<file path="src/rtl/ps2_kbd_ctrl.sv">
// ps2_kbd_ctrl: PS/2 scan-code prefix decoder feeding a fall-through event FIFO, with error recovery
// Ports:
//   clk, reset            system clock, asynchronous active-high reset
//   rxData/rxReady/rxError byte, data-ready level and error level from the PS/2 receiver
//   rxReset               reset pulse back to the receiver (also high while reset=1)
//   evCode/evBreak/evExt  head event of the FIFO, evValid when non-empty, evTake pops
//   overflow/ovfClear     sticky drop flag and its clear
//   errCount              saturating count of receiver errors
module ps2_kbd_ctrl #(
    parameter int FIFO_DEPTH     = 4,
    parameter int RECOVER_CYCLES = 2
) (
    input  logic       clk,
    input  logic       reset,
    input  logic [7:0] rxData,
    input  logic       rxReady,
    input  logic       rxError,
    output logic       rxReset,
    output logic [7:0] evCode,
    output logic       evBreak,
    output logic       evExt,
    output logic       evValid,
    input  logic       evTake,
    output logic       overflow,
    input  logic       ovfClear,
    output logic [7:0] errCount
);
    localparam int AW = $clog2(FIFO_DEPTH);
    localparam int RW = $clog2(RECOVER_CYCLES + 1);
    localparam logic [AW:0]   FULL   = (AW + 1)'(FIFO_DEPTH);
    localparam logic [RW-1:0] RC_TOP = RW'(RECOVER_CYCLES - 1);

    typedef enum logic [1:0] {IDLE, EXT, BRK, EXT_BRK} state_t;

    state_t        state_q, state_d;
    logic          rdy_q, err_q;
    logic          rec_q, rec_d;
    logic [RW-1:0] rcnt_q, rcnt_d;
    logic [9:0]    mem [FIFO_DEPTH];
    logic [AW-1:0] wp_q, rp_q;
    logic [AW:0]   cnt_q, cnt_d;
    logic          ovf_q, ovf_d;
    logic [7:0]    ecnt_q, ecnt_d;
    logic          err_rise, byte_ok, is_e0, is_f0, push, pop, full, wr;

    // An error edge wins over a simultaneous byte edge; both are ignored while recovering.
    assign err_rise = rxError && !err_q && !rec_q;
    assign byte_ok  = rxReady && !rdy_q && !rec_q && !err_rise;
    assign is_e0    = rxData == 8'hE0;
    assign is_f0    = rxData == 8'hF0;
    assign push     = byte_ok && !is_e0 && !is_f0;
    assign pop      = evTake && evValid;
    assign full     = cnt_q == FULL;
    assign wr       = push && (!full || pop);

    always_comb begin
        state_d = state_q;
        if (err_rise)
            state_d = IDLE;
        else if (byte_ok)
            state_d = is_e0 ? EXT :
                      is_f0 ? ((state_q == IDLE) ? BRK : (state_q == EXT) ? EXT_BRK : state_q) :
                      IDLE;
    end

    always_comb begin
        rec_d  = rec_q;
        rcnt_d = rcnt_q;
        if (rec_q) begin
            rec_d  = rcnt_q != '0;
            rcnt_d = (rcnt_q != '0) ? rcnt_q - 1'b1 : '0;
        end else if (err_rise) begin
            rec_d  = 1'b1;
            rcnt_d = RC_TOP;
        end
    end

    assign cnt_d  = cnt_q + (AW + 1)'(wr) - (AW + 1)'(pop);
    // A drop takes priority over a coincident clear.
    assign ovf_d  = (push && full && !pop) ? 1'b1 : ovfClear ? 1'b0 : ovf_q;
    assign ecnt_d = (err_rise && ecnt_q != 8'hFF) ? ecnt_q + 8'd1 : ecnt_q;

    always_ff @(posedge clk or posedge reset) begin
        if (reset) begin
            state_q <= IDLE;
            rdy_q   <= 1'b0;
            err_q   <= 1'b0;
            rec_q   <= 1'b1;
            rcnt_q  <= RC_TOP;
            wp_q    <= '0;
            rp_q    <= '0;
            cnt_q   <= '0;
            ovf_q   <= 1'b0;
            ecnt_q  <= '0;
        end else begin
            state_q <= state_d;
            // Edge copies are held at 0 while recovering so a level still high afterwards counts as a new edge.
            rdy_q   <= rec_q ? 1'b0 : rxReady;
            err_q   <= rec_q ? 1'b0 : rxError;
            rec_q   <= rec_d;
            rcnt_q  <= rcnt_d;
            wp_q    <= wp_q + AW'(wr);
            rp_q    <= rp_q + AW'(pop);
            cnt_q   <= cnt_d;
            ovf_q   <= ovf_d;
            ecnt_q  <= ecnt_d;
        end
    end

    always_ff @(posedge clk) begin
        if (wr)
            mem[wp_q] <= {state_q == BRK || state_q == EXT_BRK, state_q == EXT || state_q == EXT_BRK, rxData};
    end

    assign rxReset                   = rec_q;
    assign evValid                   = cnt_q != '0;
    assign {evBreak, evExt, evCode}  = evValid ? mem[rp_q] : 10'd0;
    assign overflow                  = ovf_q;
    assign errCount                  = ecnt_q;
endmodule

</file>
<file path="config.mk">
export PLATFORM = sky130hd
export DESIGN_NAME = ps2_kbd_ctrl
export DESIGN_NICKNAME = d
export VERILOG_FILES = /design/src/rtl/ps2_kbd_ctrl.sv
export SDC_FILE = /design/constraint.sdc
export NUM_CORES = 1
export LEC_CHECK = 0
export BUFFER_PORTS_ARGS = -buffer_cell sky130_fd_sc_hd__buf_2
export CAP_MARGIN = 20
export CORE_ASPECT_RATIO = 2
export CORE_UTILIZATION = 40
export CTS_BUF_LIST = sky130_fd_sc_hd__clkbuf_16
export CTS_CLUSTER_DIAMETER = 150
export DETAILED_ROUTE_END_ITERATION = 12
export GPL_ROUTABILITY_DRIVEN = 1
export HOLD_SLACK_MARGIN = 0.15
export REMOVE_ABC_BUFFERS = 1
export SYNTH_ARGS = -nofsm -noshare
export SYNTH_HDL_FRONTEND = slang
export SYNTH_SLANG_ARGS = --single-unit
</file>
<file path="constraint.sdc">
create_clock -name clk -period 3.5 [get_ports clk]
set_input_delay 0.35 -clock clk [delete_from_list [all_inputs] [get_ports clk]]
set_output_delay 0.35 -clock clk [all_outputs]
set_load 0.005 [all_outputs]
</file>
==> impl_metrics.toml, run 1 <==
[run_status]
outcome = "completed"

[flow_run]
drv_cap = 0

[logic_synthesis]
avgSynthCellArea_sq_um = 16.0
synth_top_area_share_pct = 46.4
syn_inst = 162
synth_ff_type = "edfxtp_1"
yosys_warnings = 0
synth_area_leaders = "edfxtp_1 (46%), dfrtp_1 (20%), mux4_2 (8.7%), nor2b_1 (2.9%), ha_1 (2.4%)"
syn_area_sq_um = 2590
synthDistinctLibCells = 34
synth_xor_area_share_pct = 3.72
synth_top_area_cell = "edfxtp_1"
synth-simple-area-share_pct = 11.0
async_reset_ff_share_pct = 36.5
yosys.area_share.adder_pct = 3.19
synth.area.mux_share_pct = 9.13
synth_compound_area_share_pct = 1.98
ys_seq_elements = 63
synth_top_family_by_area = "simple AND/OR/NAND/NOR gates"
yosysSeqAreaShare_pct = 68.7
synth_edf_count = 40

[setup_path]
crit_required_ps = 3700
arrival_ps = 3000
worstSetupPathType = "register to register"
path_max_fanout = 8
crit_start = "rxReset$_DFF_PP1_"
critPathLaunchType = "register"
timing.rr.start = "rxReset$_DFF_PP1_"
endpoint_kind = "register"

[timing]
hold_ws_ps = 203
period_share_pct = 79.8
max_slew_margin_pct = 42.5
worst_pin_slew_ps = 862
rsz0062_at_grt = "false"
min_period_ps = 2790
finClkSkew_ps = 3.66
hold_viol = 0
finalSetupTns_ps = 0
finalMaxSlewViolations = 0
fmax_ghz = 0.358
setup_viol = 0

[clock_network]
clock_latency_ps = 320
cts_resized = 0
root_buffer = "clkbuf_16"
cts_tree = "built"
cts_hold_buf = 0
cts_sinks = 63
clockBufferDepth = 2
numCtsBuffers = 9
post-cts-setup-buffers = 0
clk_pin_slew_ps = 50
h-tree-depth = 3

[pwr]
switchingPower_mw = 0.725
switching_share_pct = 26.6
combPwrFrac_pct = 22.3
pwr-share-seq_pct = 41.6
p_leak_nw = 1.30
ir_worst_vdd_v = 0.000432
cellPowerDensity_nw_per_um2 = 848
internal_power_mw = 2.00
p_clk_share_pct = 36.1

[placement]
hpwl_um = 3230
dp_cells = 281
io_buffers = 34
gp_congestion = 0.684

[drt]
routed_wl_um = 4500
ant_nets = 0
drt_iter0_drc = 13
remaining_drc_errors = 0
dr.pass1.iters = 2
routedWlPerCell_um = 15.1
via_per_inst = 4.86
vias = 1443

[floorplanning]
die_height_um = 116
ioPinCount = 35
core_area_sq_um = 6260
dieArea_sq_um = 6820
fp.dieW_um = 58.9
rows = 41
initial_utilization_pct = 41.4

[cells_and_area]
final_layout_size_suffix_gt1_share_pct = 34.1
final_cell_mix = "edfxtp_1 (40), buf_2 (34), dfrtp_1 (21), nor2b_1 (12), mux4_2 (10)"
num-nets-final = 226
mostFrequentLayoutCell = "edfxtp_1"
finalNonFillerCells = 297
num-fill-cells = 566
num_antenna_cells = 0
syn_to_final_growth_pct = 24.2

[grt]
antenna_found_initial = 0
grt_usage_pct = 15.8
grt_max_degree = 24
grt_pass1_wl_um = 7510
grt_overflow_total = 0
grt_pass1_vias = 1542

[worst_hold_path]
min_path_type = "primary input to asynchronous set/reset pin"
## cells in the mapped netlist, types with 2 or more instances
library cell and number:
nor2b_1 12, nor2_1 7, nor3_1 5, xor2_1 6
mux4_2 10, dfrtp_1 21, dfstp_2 2, ha_1 5
nor3b_2 2, edfxtp_1 40, o21ai_0 3, nand2_1 6
nand3_1 5, xnor2_1 5, buf_2 2, inv_1 9
nor3b_1 2, clkbuf_1 4
## flip-flops by register name, indices dropped and copies added, names as in the netlist
name      cells
mem          40
errCount      8
cnt_q         3
rcnt_q        2
rp_q          2
state_q       2
wp_q          2
err_q         1
overflow      1
rdy_q         1
rxReset       1
## critical path, stage by stage (launching register included)
cell and delay [ps]:
dfstp_2 400, or3b_4 430, or4b_1 650, ha_1 320, inv_1 50, ha_1 130
inv_1 50, fa_1 380, xnor2_1 150, xnor2_1 120
## routing by layer
layer | global-route usage, % | wire (um)
met1 | 15.9 | 1690
met2 | 27.9 | 2540
met3 | 5.02 | 175
met4 | 8.57 | 95
met5 | 0 | 0
## through the flow
step	util (%)	setup WS (ps)	instance area (sq um)	total power, mW
after floorplan	-	827	2560	1.52
after global placement	46.0	640	2880	1.74
after detailed placement	46.0	515	2880	1.78
after CTS	51.4	690	3220	2.78
after global routing	51.4	562	3220	2.91
final	51.4	706	3220	2.73
## final timing paths
path / end / slack, ps / depth (start not counted)
min: errCount[4]$_DFFE_PP0P_ / 200 / 2
min reg2reg: overflow$_DFFE_PP0P_ / 500 / 1
min in group clk: mem[1][0]$_DFFE_PP_ / 260 / 1
max reg2reg: cnt_q[2]$_DFF_PP0_ / 710 / 9
max: cnt_q[2]$_DFF_PP0_ / 710 / 9
max in group asynchronous: cnt_q[2]$_DFF_PP0_ / 2770 / 2
## layout make-up
type | count | area [sq um] | area share [%]
repair buffers | 39 | 208 | 6.46
inverters | 9 | 33.8 | 1.05
flip-flops and latches | 63 | 1780 | 55.3
clock buffers | 9 | 225 | 7.00
well taps | 86 | 108 | 3.34
clock inverters | 7 | 111 | 3.46
multi-input cells | 84 | 752 | 23.4
## cells by family after synthesis
family	Yosys count
compound gates	8
mux	11
simple gates	48
fa+ha+maj	6
flops	63
xor+xnor	11
buf+inv	15
## power groups by stage
stage	clock, mW	combinational (mW)	sequential, mW
global placement	0	0.605	1.14
finish	0.986	0.607	1.14
detailed placement	0	0.628	1.15
global route	1.04	0.697	1.17
floorplan	0	0.410	1.11
CTS	1.01	0.626	1.14
(Power assumes the default switching activity.)
==> run 2, diff against run 1 <==
Clock period 3.5 ns to 2.24 ns, I/O delays scaled along.
==> run 2 against run 1 <==
Compared with the run above:
- the flow now finishes with violations (negative setup slack)
- first-iteration DRC count increased by 110%
- non-clock buffer count increased by 24
- clock power increased by 43%
- global-route usage increased by 1.3 points
- power increased by 59%
- worst setup slack got worse by 910 ps
- largest cell class unchanged
- routed wire length increased by 8.8%
- combinational power increased by 99%
- worst hold slack got worse by 32 ps
- die area unchanged
==> impl_metrics.toml, run 2 (synthesized netlist as in run 1, its figures left out) <==
[clock_network]
clockBufferDepth = 2
cts_tree = "built"
numCtsBuffers = 9
cts_sinks = 63
clk_pin_slew_ps = 50
h-tree-depth = 3
clock_latency_ps = 330
root_buffer = "clkbuf_16"

[grt]
grt_pass1_vias = 1691
grt_overflow_total = 0
grt_usage_pct = 17.1
antenna_found_initial = 0
grt_max_degree = 24
grt_pass1_wl_um = 8160

[cells_and_area]
final_layout_size_suffix_gt1_share_pct = 40.9
syn_to_final_growth_pct = 32.4
top_register = "mem"
num-nets-final = 250
finalNonFillerCells = 321
final_cell_mix = "edfxtp_1 (40), buf_2 (34), buf_4 (22), dfrtp_1 (21), nor2b_1 (12)"
final_design_area_no_fill_sq_um = 3430
largest_reg_flops = 40
fin_util_pct = 54.8
mostFrequentLayoutCell = "edfxtp_1"
num_antenna_cells = 0

[setup_path]
crit_required_ps = 2450
arrival_ps = 2650
critical_path.max_stage_delay_ps = 540
worstSetupPathType = "register to register"
endpoint_kind = "register"
reg2reg_depth = 9
path_max_fanout = 2
critPathLaunchType = "register"
slowest_stage = "or4b_4"
crit_chain = "or3b_4, or4b_4, ha_4, inv_2, ha_4, inv_2, fa_2, xnor2_2, xnor2_1"

[timing]
finalSetupTns_ps = -324
fmax_ghz = 0.410
rsz0062_at_grt = "true"
hold_viol = 0
setup_viol = 2
finClkSkew_ps = 8.63
min_period_ps = 2440
finalMaxSlewViolations = 0
worst_pin_slew_ps = 855
period_share_pct = 109
max_slew_margin_pct = 42.9
setup_ws_ps = -201

[drt]
routed_wl_um = 4890
routedWlPerCell_um = 15.2
ant_nets = 0
dr.pass1.iters = 4
vias = 1559
via_per_inst = 4.86
remaining_drc_errors = 0
drt_iter0_drc = 27

[worst_hold_path]
min_path_type = "primary input to register"
min_path_cells = 2

[floorplanning]
rows = 41
initial_utilization_pct = 41.4
core_area_sq_um = 6260
fp.dieW_um = 58.9
dieArea_sq_um = 6820
die_height_um = 116
ioPinCount = 35

[placement]
dp_cells = 298
hpwl_um = 3570
dpl-instance-area_sq_um = 3010
io_buffers = 34
gp_congestion = 0.761

[pwr]
p_leak_nw = 1.41
cellPowerDensity_nw_per_um2 = 1270
ir_worst_vdd_v = 0.000623

[flow_run]
drv_cap = 0

[run_status]
outcome = "complete, but fails checks"
violations = "negative setup slack"
==> run 2: cell count changes in the layout (fill, tap and decap cells not counted), moves of 2 or more <==
cell,previous run,this run
inv_2,0,3
ha_4,0,2
buf_4,5,22
dlygate4sd3_1,0,7
ha_1,5,3
==> run 2: what timing repair did <==
| item | 4_1_cts | 5_1_grt |
|---|---|---|
| pin swaps | 4 | 4 |
| endpoints found under the hold margin | 42 | 0 |
| setup endpoints to repair | 2 | 2 |
| gates resized for setup | 8 | 2 |
| buffers inserted | 0 | 0 |
| hold buffers | 7 | 0 |
==> run 2: cell type report <==
| cell class | instances | area, sq um |
|---|---|---|
| flip-flops and latches | 63 | 1780 |
| inverters | 9 | 33.8 |
| repair buffers | 63 | 405 |
| clock buffers | 9 | 225 |
| fillers | 562 | 2830 |
| clock inverters | 7 | 81.3 |
| multi-input cells | 84 | 796 |
| well taps | 86 | 108 |
==> run 2: worst paths after layout <==
check,slack [ps],end,start
hold reg to reg,500,errCount[5]$_DFFE_PP0P_,errCount[5]$_DFFE_PP0P_
setup reg to reg,-200,cnt_q[2]$_DFF_PP0_,rxReset$_DFF_PP1_
setup / recovery,-200,cnt_q[2]$_DFF_PP0_,rxReset$_DFF_PP1_
min in group asynchronous,620,cnt_q[1]$_DFF_PP0_,reset
max in group asynchronous,1090,rcnt_q[1]$_DFFE_PP0P_,reset
hold / removal,170,err_q$_DFF_PP0_,rxError
==> run 2: power breakdown <==
| group | internal, mW | leakage (nW) | switching [mW] |
|---|---|---|---|
| sequential | 1.49 | 0.647 | 0.234 |
| combinational | 0.707 | 0.605 | 0.506 |
| clock | 0.955 | 0.159 | 0.450 |
==> run 2: metal layers <==
metal,vias to the layer above,wire [um],global-route usage [%]
met3,10,207,4.13
met5,-,0,0
met2,48,2870,31.7
li1,728,-,-
met1,773,1680,16.4
met4,0,144,9.84
==> run 2: critical path: cells and delay by family, from the launching register on <==
family | cells | cell delay (ps)
XOR/XNOR | 2 | 260
adder cells (fa/ha/maj) | 3 | 680
flip-flops | 1 | 370
AND/OR/NAND/NOR | 2 | 930
buffers and inverters | 2 | 80
==> run 2: per-stage QoR <==
| step | setup slack [ps] | total power, mW | hold WS, ps |
|---|---|---|---|
| floorplan | -433 | 2.37 | 224 |
| global placement | -296 | 2.83 | 442 |
| detailed placement | -331 | 2.89 | 452 |
| CTS | -245 | 4.39 | 158 |
| global route | -255 | 4.61 | 193 |
| finish | -201 | 4.34 | 171 |
